[src/rtl/spi_master_engine_if.sv]
// Register-block-facing controls plus the off-chip SPI pins of the shift engine.
// Start is a one-cycle request and is honoured only while Busy=0. Busy covers the whole
// transfer, and Done pulses for one cycle, together with the DataOut update, as Busy falls.
interface spi_master_engine_if #(
  parameter int DATA_W = 32,
  parameter int DIV_W  = 8
);
  logic [DIV_W-1:0]  ClockDiv;
  logic              Start;
  logic [DATA_W-1:0] DataIn;
  logic              Busy;
  logic [DATA_W-1:0] DataOut;
  logic              Done;
  logic              sclk;
  logic              mosi;
  logic              miso;
  logic              cs_n;
  logic [1:0]        dbg_state;

  modport master (
    output ClockDiv, Start, DataIn, miso,
    input  Busy, DataOut, Done, sclk, mosi, cs_n, dbg_state
  );

  modport slave (
    input  ClockDiv, Start, DataIn, miso,
    output Busy, DataOut, Done, sclk, mosi, cs_n, dbg_state
  );
endinterface

[src/rtl/spi_master_engine.sv]
// SPI mode-0 master shift engine: MSB first, one full-duplex DATA_W-bit word per Start.
// A transfer is SETUP (H) + 2*DATA_W half-periods of SHIFT + HOLD (H), with H = ClockDiv+1.
module spi_master_engine #(
  parameter int DATA_W = 32,
  parameter int DIV_W  = 8
) (
  input  logic clk,
  input  logic rst,
  spi_master_engine_if.slave bus
);
  typedef enum logic [1:0] {IDLE, SETUP, SHIFT, HOLD} state_t;

  localparam int CNT_W = $clog2(DATA_W + 1);
  localparam logic [CNT_W-1:0] LAST_BIT = CNT_W'(DATA_W);

  state_t            state;
  logic [DIV_W-1:0]  div_q;
  logic [DIV_W-1:0]  hcnt;
  logic [CNT_W-1:0]  bit_cnt;
  logic [DATA_W-1:0] tx_q;
  logic [DATA_W-1:0] rx_q;
  logic [DATA_W-1:0] data_out_q;
  logic              sclk_q;
  logic              cs_n_q;
  logic              busy_q;
  logic              done_q;
  logic              half_end;

  assign half_end = (hcnt == div_q);

  assign bus.sclk      = sclk_q;
  assign bus.mosi      = tx_q[DATA_W-1];
  assign bus.cs_n      = cs_n_q;
  assign bus.Busy      = busy_q;
  assign bus.Done      = done_q;
  assign bus.DataOut   = data_out_q;
  assign bus.dbg_state = state;

  always_ff @(posedge clk) begin
    if (rst) begin
      state      <= IDLE;
      div_q      <= '0;
      hcnt       <= '0;
      bit_cnt    <= '0;
      tx_q       <= '0;
      rx_q       <= '0;
      data_out_q <= '0;
      sclk_q     <= 1'b0;
      cs_n_q     <= 1'b1;
      busy_q     <= 1'b0;
      done_q     <= 1'b0;
    end else begin
      done_q <= 1'b0;
      case (state)
        IDLE: begin
          sclk_q  <= 1'b0;
          cs_n_q  <= 1'b1;
          busy_q  <= 1'b0;
          hcnt    <= '0;
          bit_cnt <= '0;
          if (bus.Start) begin
            tx_q   <= bus.DataIn;
            div_q  <= bus.ClockDiv;
            cs_n_q <= 1'b0;
            busy_q <= 1'b1;
            state  <= SETUP;
          end
        end
        SETUP: begin
          if (half_end) begin
            hcnt    <= '0;
            sclk_q  <= 1'b1;
            rx_q    <= {rx_q[DATA_W-2:0], bus.miso};
            bit_cnt <= bit_cnt + CNT_W'(1);
            state   <= SHIFT;
          end else begin
            hcnt <= hcnt + DIV_W'(1);
          end
        end
        SHIFT: begin
          if (half_end) begin
            hcnt <= '0;
            if (sclk_q) begin
              sclk_q <= 1'b0;
              // After the last sample mosi keeps bit 0 through the final low half-period and HOLD.
              if (bit_cnt != LAST_BIT) tx_q <= {tx_q[DATA_W-2:0], 1'b0};
            end else if (bit_cnt == LAST_BIT) begin
              state <= HOLD;
            end else begin
              sclk_q  <= 1'b1;
              rx_q    <= {rx_q[DATA_W-2:0], bus.miso};
              bit_cnt <= bit_cnt + CNT_W'(1);
            end
          end else begin
            hcnt <= hcnt + DIV_W'(1);
          end
        end
        HOLD: begin
          if (half_end) begin
            hcnt       <= '0;
            data_out_q <= rx_q;
            done_q     <= 1'b1;
            cs_n_q     <= 1'b1;
            busy_q     <= 1'b0;
            tx_q       <= '0;
            state      <= IDLE;
          end else begin
            hcnt <= hcnt + DIV_W'(1);
          end
        end
        default: state <= IDLE;
      endcase
    end
  end
endmodule
[src/flat_wrapper.sv]
// flat-port wrapper written by rule: the top's interface ports become plain ports
module spi_master_engine_flat 
#(
  parameter int DATA_W = 32,
  parameter int DIV_W  = 8
)
  (clk, rst, bus_ClockDiv, bus_Start, bus_DataIn, bus_miso, bus_Busy, bus_DataOut, bus_Done, bus_sclk, bus_mosi, bus_cs_n, bus_dbg_state);
  spi_master_engine_if #(.DATA_W(DATA_W), .DIV_W(DIV_W)) bus_i ();
  input  logic clk;
  input  logic rst;
  input wire logic [$bits(bus_i.ClockDiv)-1:0] bus_ClockDiv;
  input wire logic [$bits(bus_i.Start)-1:0] bus_Start;
  input wire logic [$bits(bus_i.DataIn)-1:0] bus_DataIn;
  input wire logic [$bits(bus_i.miso)-1:0] bus_miso;
  output wire logic [$bits(bus_i.Busy)-1:0] bus_Busy;
  output wire logic [$bits(bus_i.DataOut)-1:0] bus_DataOut;
  output wire logic [$bits(bus_i.Done)-1:0] bus_Done;
  output wire logic [$bits(bus_i.sclk)-1:0] bus_sclk;
  output wire logic [$bits(bus_i.mosi)-1:0] bus_mosi;
  output wire logic [$bits(bus_i.cs_n)-1:0] bus_cs_n;
  output wire logic [$bits(bus_i.dbg_state)-1:0] bus_dbg_state;
  assign bus_i.ClockDiv = bus_ClockDiv;
  assign bus_i.Start = bus_Start;
  assign bus_i.DataIn = bus_DataIn;
  assign bus_i.miso = bus_miso;
  assign bus_Busy = bus_i.Busy;
  assign bus_DataOut = bus_i.DataOut;
  assign bus_Done = bus_i.Done;
  assign bus_sclk = bus_i.sclk;
  assign bus_mosi = bus_i.mosi;
  assign bus_cs_n = bus_i.cs_n;
  assign bus_dbg_state = bus_i.dbg_state;
  spi_master_engine #(.DATA_W(DATA_W), .DIV_W(DIV_W)) u_core (.clk(clk), .rst(rst), .bus(bus_i));
endmodule
[config.mk]
export PLATFORM = sky130hd
export DESIGN_NAME = spi_master_engine_flat
export DESIGN_NICKNAME = d
export VERILOG_FILES = /design/src/rtl/spi_master_engine_if.sv /design/src/rtl/spi_master_engine.sv /design/src/flat_wrapper.sv
export SDC_FILE = /design/constraint.sdc
export NUM_CORES = 1
export LEC_CHECK = 0
export CELL_PAD_IN_SITES_DETAIL_PLACEMENT = 0
export CELL_PAD_IN_SITES_GLOBAL_PLACEMENT = 2
export CORE_UTILIZATION = 36
export DETAILED_ROUTE_END_ITERATION = 10
export PLACE_DENSITY_LB_ADDON = 0.1
export SYNTH_ARGS = -nofsm -noshare
export SYNTH_HDL_FRONTEND = slang
export SYNTH_SLANG_ARGS = --single-unit
[constraint.sdc]
create_clock -name clk -period 4.55 [get_ports clk]
set_input_delay 0.6825 -clock clk [delete_from_list [all_inputs] [get_ports clk]]
set_output_delay 0.6825 -clock clk [all_outputs]
set_load 0.02 [all_outputs]
==> results of run 1 <==
logic make-up (layout without fill, tap and decap cells):
family                     Yosys count  after routing  share of synthesized area
and+or+nand+nor                    167            167                      0.149
AOI/OAI and AO/OA                  130            130                      0.178
adders and majority gates            8              8                     0.0183
DFF                                124            124                      0.454
buffers and inverters               52            129                     0.0547
muxes                               67             67                      0.123
xor gates and xnor gates            14             14                     0.0224
cells in the mapped netlist (2+ instances only):
cell type	count
xor2_1	2
nor3_1	2
nand2_1	22
a22oi_1	8
buf_4	4
a21oi_1	65
nor4_1	4
nand4_1	3
buf_12	3
o211ai_1	6
nand3_1	15
or2_2	2
a211oi_2	30
and3_1	4
and4_1	2
or4_2	2
inv_1	8
o31ai_1	2
nor3b_1	24
xnor2_1	12
clkbuf_1	24
ha_1	8
o21ai_2	2
dfxtp_1	124
a32o_1	2
buf_2	8
buf_6	4
a211oi_1	3
nor2_1	80
mux2i_1	67
a31oi_1	3
o21ai_0	3
final cells by class:
| type | instances | area, sq um | area share |
|---|---|---|---|
| Clock buffer | 22 | 474 | 0.0686 |
| Clock inverter | 10 | 115 | 0.0167 |
| Inverter | 8 | 30.0 | 0.00434 |
| Multi-Input combinational cell | 386 | 2710 | 0.392 |
| Sequential cell | 124 | 2480 | 0.359 |
| Tap cell | 184 | 230 | 0.0333 |
| Timing Repair Buffer | 89 | 871 | 0.126 |
through the flow:
stage                     utilization  hold WS (ns)  cell area (sq um)  power [W]
after detailed placement        0.430         0.451               6320    0.00309
after CTS                       0.470         0.459               6910    0.00444
after global routing            0.470         0.481               6910    0.00465
after global placement          0.430         0.438               6320    0.00306
after floorplan                     -         0.429               5470    0.00287
final                           0.470         0.457               6910    0.00438
state kept, by name, indices dropped and copies added (netlist names):
register / cells
u_core.tx_q: 32
u_core.bus.sclk: 1
u_core.rx_q: 32
u_core.bus.DataOut: 32
u_core.bus.Busy: 1
u_core.bus.cs_n: 1
u_core.bus.Done: 1
u_core.hcnt: 8
u_core.bus.dbg_state: 2
u_core.bit_cnt: 6
u_core.div_q: 8
power breakdown:
| part | switching (W) | internal (W) |
|---|---|---|
| Combinational | 0.00103 | 0.000676 |
| Sequential | 0.0000958 | 0.00124 |
| Clock | 0.000483 | 0.000847 |
worst max-delay path: stages (launching register included):
cell     delay, ns
dfxtp_1       0.34
inv_1         0.15
ha_2          0.56
inv_1         0.16
o31ai_4       0.35
o41a_2        0.88
mux2i_1       0.27
nor2_1        0.06
routing by layer:
metal,GRT usage,up-vias
met4,0.0710,0
met2,0.254,90
met3,0.0565,12
li1,-,2129
met1,0.215,1955
met5,0,-
how the worst min path moves through the flow:
stage                   startpoint              to  slack (ns)  cells after the start
floorplan           u_core.tx_q[0]  u_core.tx_q[0]        0.43                      2
global placement    u_core.tx_q[0]  u_core.tx_q[0]        0.44                      2
detailed placement  u_core.tx_q[0]  u_core.tx_q[0]        0.45                      2
CTS                 u_core.tx_q[0]  u_core.tx_q[0]        0.46                      2
global route        u_core.tx_q[0]  u_core.tx_q[0]        0.48                      2
finish              u_core.tx_q[0]  u_core.tx_q[0]        0.46                      2
==> impl_results.md, run 1 <==
* Cell variety after synth at 46
* Reg2Reg Depth at 7
* Core Area at 14700 sq um
* Share of the synthesized area in the top cell type at 0.454
* Worst min path class: flop to flop
* Status: finished, violations left
* I/O pin count at 83
* Synth area leaders: dfxtp_1 (45%), mux2i_1 (12%), a211oi_2 (6.9%)
* Number of synthesized flops with an enable pin at 0
* DIE HEIGHT at about 130 um
* Syn Std Cell Area at 5470 sq um
* Yosys Warn Count at 0
* Clk pin slew, worst setup/hold paths at ~0.05 ns
* Final slew viol count at 0
* Critical path endpoint: u_core.rx_q[2]
* Largest net degree at the start of global routing at 74
* Final Hold Viols at 0
* CP Data Arrival Time at ~3.2 ns
* Antenna-violating nets left at 0
* Worst-skew pair later-pin latency at 0.41 ns
* Hold buffer count at cts at 0
* Placed instance count at just under 800
* Max Cap Viol at 0
* Post-DR wirelength/cell at 15.3 um
* Crit share post-route at 0.646
* Iter 0 DRT Violations at around 280
* Dpl hpwl at 8100 um
* Post-DR vias/cell at 5.09
* Syn Area/Cell at 9.73 sq um
* DR pass1 iterations at 8
* Die width at 125 um
* Async SR Flop Fraction at 0
* Die area at 15700 sq um
* Top Metal Used: met4
* Reg2reg start: u_core.bus.dbg_state[0]
* Routed length on met1 at 5900 um
* Final non-filler cell total at 823
* Yosys reg bits at ~120
* RSZ-0062 raised after global routing: no
* Setup slack after layout at about 1.6 ns
* Total GRT Usage at 0.167
* Critical path type: flop to flop
* GPL Wtd Cong at 0.759
* WL final at 12600 um
* Number of H-tree levels at 4
* Initial Util at 0.372
* Fillers at between 1k and 1.5k
* Layout cell share with drive strength beyond 1 at 0.127
* Most frequent cells in the layout: dfxtp_1 (124), clkdlybuf4s50_1 (81), nor2_1 (80), mux2i_1 (67), a21oi_1 (65)
* TNS Setup at 0 ns
* Max Fanout on Critical Path at 32
* Post_cts resized at 0
* F_max at between 300 and 400 MHz
* TritonCTS buffer count at 17
* PwrDens at between 600 and 700 nW/um^2
* Clk buf depth at 2
* R2r endpoint: u_core.rx_q[2]
* Most common cell after layout, fill and taps aside: dfxtp_1
* Worst Max-Slew Pin Slew at 1.04 ns
* CTS Sinks at 124
* Failing checks: design-rule violations
* Most used flip-flop cell after synthesis: dfxtp_1
* Flop2flop setup slack at 1.61 ns
* Worst Setup SP: u_core.bus.dbg_state[0]
* CP endpoint kind: flop
* Gate Count Post-Synth at 562
* Slew HR at 0.304
* Total congestion overflow at 0
* CTS tree: done
* Post-synthesis sequential area ratio at 0.454
* Tmin final at ~2.9 ns
* Static Leak at 2.84 nW
* Number of global-route vias before repair at about 4k
* WL met3 at 807 um
* Ant diodes at 0
* Worst Path Required at 4.82 ns
* CTS Root Cell: clkbuf_16
* Final nets at 678
* Setup slack after placement at around 1.6 ns
* Synthesized net count at between 600 and 700
* PortBufs at 82
* Final Setup Violations at 0
* Critical Path Source Type: flop
* P&R area growth vs syn at 26.4%
* Post-CTS setup buffers at 0
* First-pass GRT wire length at 20800 um
* Clk_skew at 0.00628 ns
* Cell Rows at 44
* Total number of vias at around 4.2k
* Worst ir drop on vdd at roughly 0.32 mV
* Initial antenna violation count at 0
* # DRC at 6
* Routed length on met2 at between 5000 and 6000 um
* Synth area leader: dfxtp_1
No activity file was read; power rests on OpenSTA's default activity.
==> inputs of run 2 (changes only) <==
--- a/config.mk
+++ b/config.mk
@@ -7,7 +7,7 @@
 export LEC_CHECK = 0
 export CELL_PAD_IN_SITES_DETAIL_PLACEMENT = 0
 export CELL_PAD_IN_SITES_GLOBAL_PLACEMENT = 2
-export CORE_UTILIZATION = 36
+export CORE_UTILIZATION = 34
 export DETAILED_ROUTE_END_ITERATION = 10
 export PLACE_DENSITY_LB_ADDON = 0.1
 export SYNTH_ARGS = -nofsm -noshare
==> constraint.sdc (replaced) <==
create_clock -name clk -period 2.88 [get_ports clk]
set_input_delay 0.432 -clock clk [delete_from_list [all_inputs] [get_ports clk]]
set_output_delay 0.432 -clock clk [all_outputs]
set_load 0.02 [all_outputs]
==> run 2 against run 1 <==
Compared with the run above:
- the run now ends clean
- clock-buffer cell count fell by 4
- die area rose by 5.8%
- via count rose by 0.72%
- highest routed layer unchanged
- clock skew rose by 0.0011 ns
- maximum frequency rose by 12%
- final cell count rose by 4.0%
- power rose by 64%
- design area rose by 2.0%
- register-to-register slack got worse by 1.3 ns
- first-iteration DRC count fell by 37%
- hold slack improved by 0.0014 ns
- core utilization fell by 1.3 points
- critical path type unchanged
==> impl_results.md, run 2 (synthesized netlist as in run 1, its figures left out) <==
* Status: finished clean
* CTS tree: done
* Int Power at 0.00461 W (+66%)
* Final Hold Viols at 0 (unchanged)
* TritonCTS buffer count at 17 (unchanged)
* CP endpoint kind: flop
* Sw Pwr at 0.00257 W (+60%)
* Combinational fraction of design power at 0.383 (-0.007)
* Register area at 2480 sq um (unchanged)
* Antenna-violating nets left at 0 (unchanged)
* Die area at 16600 sq um (+5.8%)
* P&R area growth vs syn at 28.9%
* Critical Path Source Type: flop
* Most common cell after layout, fill and taps aside: dfxtp_1
* Reg2Reg Depth at 7 (unchanged)
* Flop2flop setup slack at 0.26 ns (-1.35 ns)
* Clk buf depth at 2 (unchanged)
* Max Cap Viol at 0 (unchanged)
* Slew HR at 0.325 (+0.0216)
* Initial Util at 0.354 (-0.0176)
* Worst Path Required at 3.15 ns (-1.67 ns)
* Post_cts resized at 0 (unchanged)
* Fillers at 1546 (+10%)
* GPL Wtd Cong at 0.748 (-1.5%)
* Seq pwr share at 0.295 (-0.011)
* DR pass1 iterations at 4 (-4)
* Critical path endpoint: u_core.rx_q[2]
* Multi-input combinational cell area at 2710 sq um (unchanged)
* Worst-skew pair later-pin latency at 0.41 ns (about the same)
* Ant diodes at 0 (unchanged)
* Crit share post-route at 0.908 (+0.262)
* Final slew viol count at 0 (unchanged)
* CTS Root Cell: clkbuf_16
* Iter 0 DRT Violations at 173 (-37%)
* Final nets at 684 (+0.88%)
* Clk network pwr share at 0.322 (+0.018)
* Critical path type: flop to flop
* Static Leak at 2.89 nW (+1.9%)
* PwrDens at 1020 nW/um^2 (+61%)
* I/O pin count at 83 (unchanged)
* Worst Max-Slew Pin Slew at 1.01 ns (-0.0324 ns)
* Most frequent cells in the layout: dfxtp_1 (124), clkdlybuf4s50_1 (81), nor2_1 (80), mux2i_1 (67), a21oi_1 (65)
* Dpl hpwl at 8370 um (+3.4%)
* Initial antenna violation count at 0 (unchanged)
* CTS Sinks at 124 (unchanged)
* F_max at 382 MHz (+12%)
* PortBufs at 82 (unchanged)
* TNS Setup at 0 ns (unchanged)
* WL final at 12700 um (+1.4%)
* Cell Rows at 45 (+2.3%)
* Tot Pwr at 0.00717 W (+64%)
* R2r endpoint: u_core.rx_q[2]
* Worst ir drop on vdd at 0.487 mV (+52%)
* Max Fanout on Critical Path at 32 (unchanged)
* Die width at 129 um (+2.9%)
* Final Setup Violations at 0 (unchanged)
* Post-DR vias/cell at 4.93 (-3.2%)
* Net Sw Frac at 0.358 (-0.00961)
* Total GRT Usage at 0.163 (-0.00393)
* CP Data Arrival Time at 2.89 ns (-0.32 ns)
* Post-DR wirelength/cell at 14.9 um (-2.5%)
* Total number of vias at 4216 (+0.72%)
* Hold buffer count at cts at 0 (unchanged)
* DIE HEIGHT at 129 um (+2.9%)
* Total congestion overflow at 0 (unchanged)
* Number of global-route vias before repair at 4145 (+2.2%)
* First-pass GRT wire length at 21000 um (+0.73%)
* Core Area at 15400 sq um (+5.0%)
* Post-CTS setup buffers at 0 (unchanged)
* Worst Setup SP: u_core.bus.dbg_state[0]
* # DRC at 0 (-6)
* Clk pin slew, worst setup/hold paths at 0.06 ns (about the same)
* Worst min path class: flop to flop
* Worst hold slack at 0.458 ns (+0.00142 ns)
* Reg2reg start: u_core.bus.dbg_state[0]
* Tmin final at 2.62 ns (-0.324 ns)
* Number of H-tree levels at 4 (unchanged)
* Layout cell share with drive strength beyond 1 at 0.136 (+0.00967)
* Clk_skew at 0.00735 ns (+0.00107 ns)
* RSZ-0062 raised after global routing: no
* Largest net degree at the start of global routing at 62 (-16%)
## run 2: layer usage
metal | GRT usage | wire (um) | up-vias
met5 | 0 | 0 | -
met4 | 0.0685 | 137 | 0
met3 | 0.0582 | 649 | 10
met2 | 0.254 | 5640 | 77
met1 | 0.204 | 6310 | 1994
li1 | - | - | 2135
## run 2: final cells by class
class / instances / share of cell area
clock inverter: 14 / 0.0309
timing repair buffer: 95 / 0.130
sequential: 124 / 0.352
inverter: 8 / 0.00426
tap: 211 / 0.0375
clock buffer: 18 / 0.0609
multi-input combinational: 386 / 0.384
## run 2: worst min path at each step
stage	cells past startpoint	endpoint	from
after detailed placement	2	u_core.tx_q[0]	u_core.tx_q[0]
after global routing	2	u_core.tx_q[0]	u_core.tx_q[0]
after floorplan	2	u_core.tx_q[0]	u_core.tx_q[0]
after global placement	2	u_core.tx_q[0]	u_core.tx_q[0]
after CTS	2	u_core.tx_q[0]	u_core.tx_q[0]
final	2	u_core.tx_q[0]	u_core.tx_q[0]
## run 2: critical path: stages (launching register included)
cell and delay [ns]:
dfxtp_1 0.34, inv_1 0.13, ha_2 0.34, inv_1 0.11, o31ai_4 0.32, o41a_2 0.85, mux2i_1 0.29, nor2_1 0.05
## run 2: power groups by stage
stage / combinational [W] / clock [W] / sequential (W)
6_report: 0.00275 / 0.00231 / 0.00212
5_1_grt: 0.00302 / 0.00247 / 0.00215
4_1_cts: 0.00279 / 0.00238 / 0.00211
3_5_place_dp: 0.00279 / 0 / 0.00215
3_3_place_gp: 0.00275 / 0 / 0.00214
2_1_floorplan: 0.00239 / 0 / 0.00215
## run 2: through the flow
step,cells,setup slack (ns),util,instance area [sq um]
final,856,0.265,0.457,7050
after global routing,856,0.0437,0.457,7050
after CTS,856,0.241,0.457,7050
after detailed placement,824,0.264,0.415,6400
after global placement,824,0.357,0.415,6400
after floorplan,562,0.807,-,5470
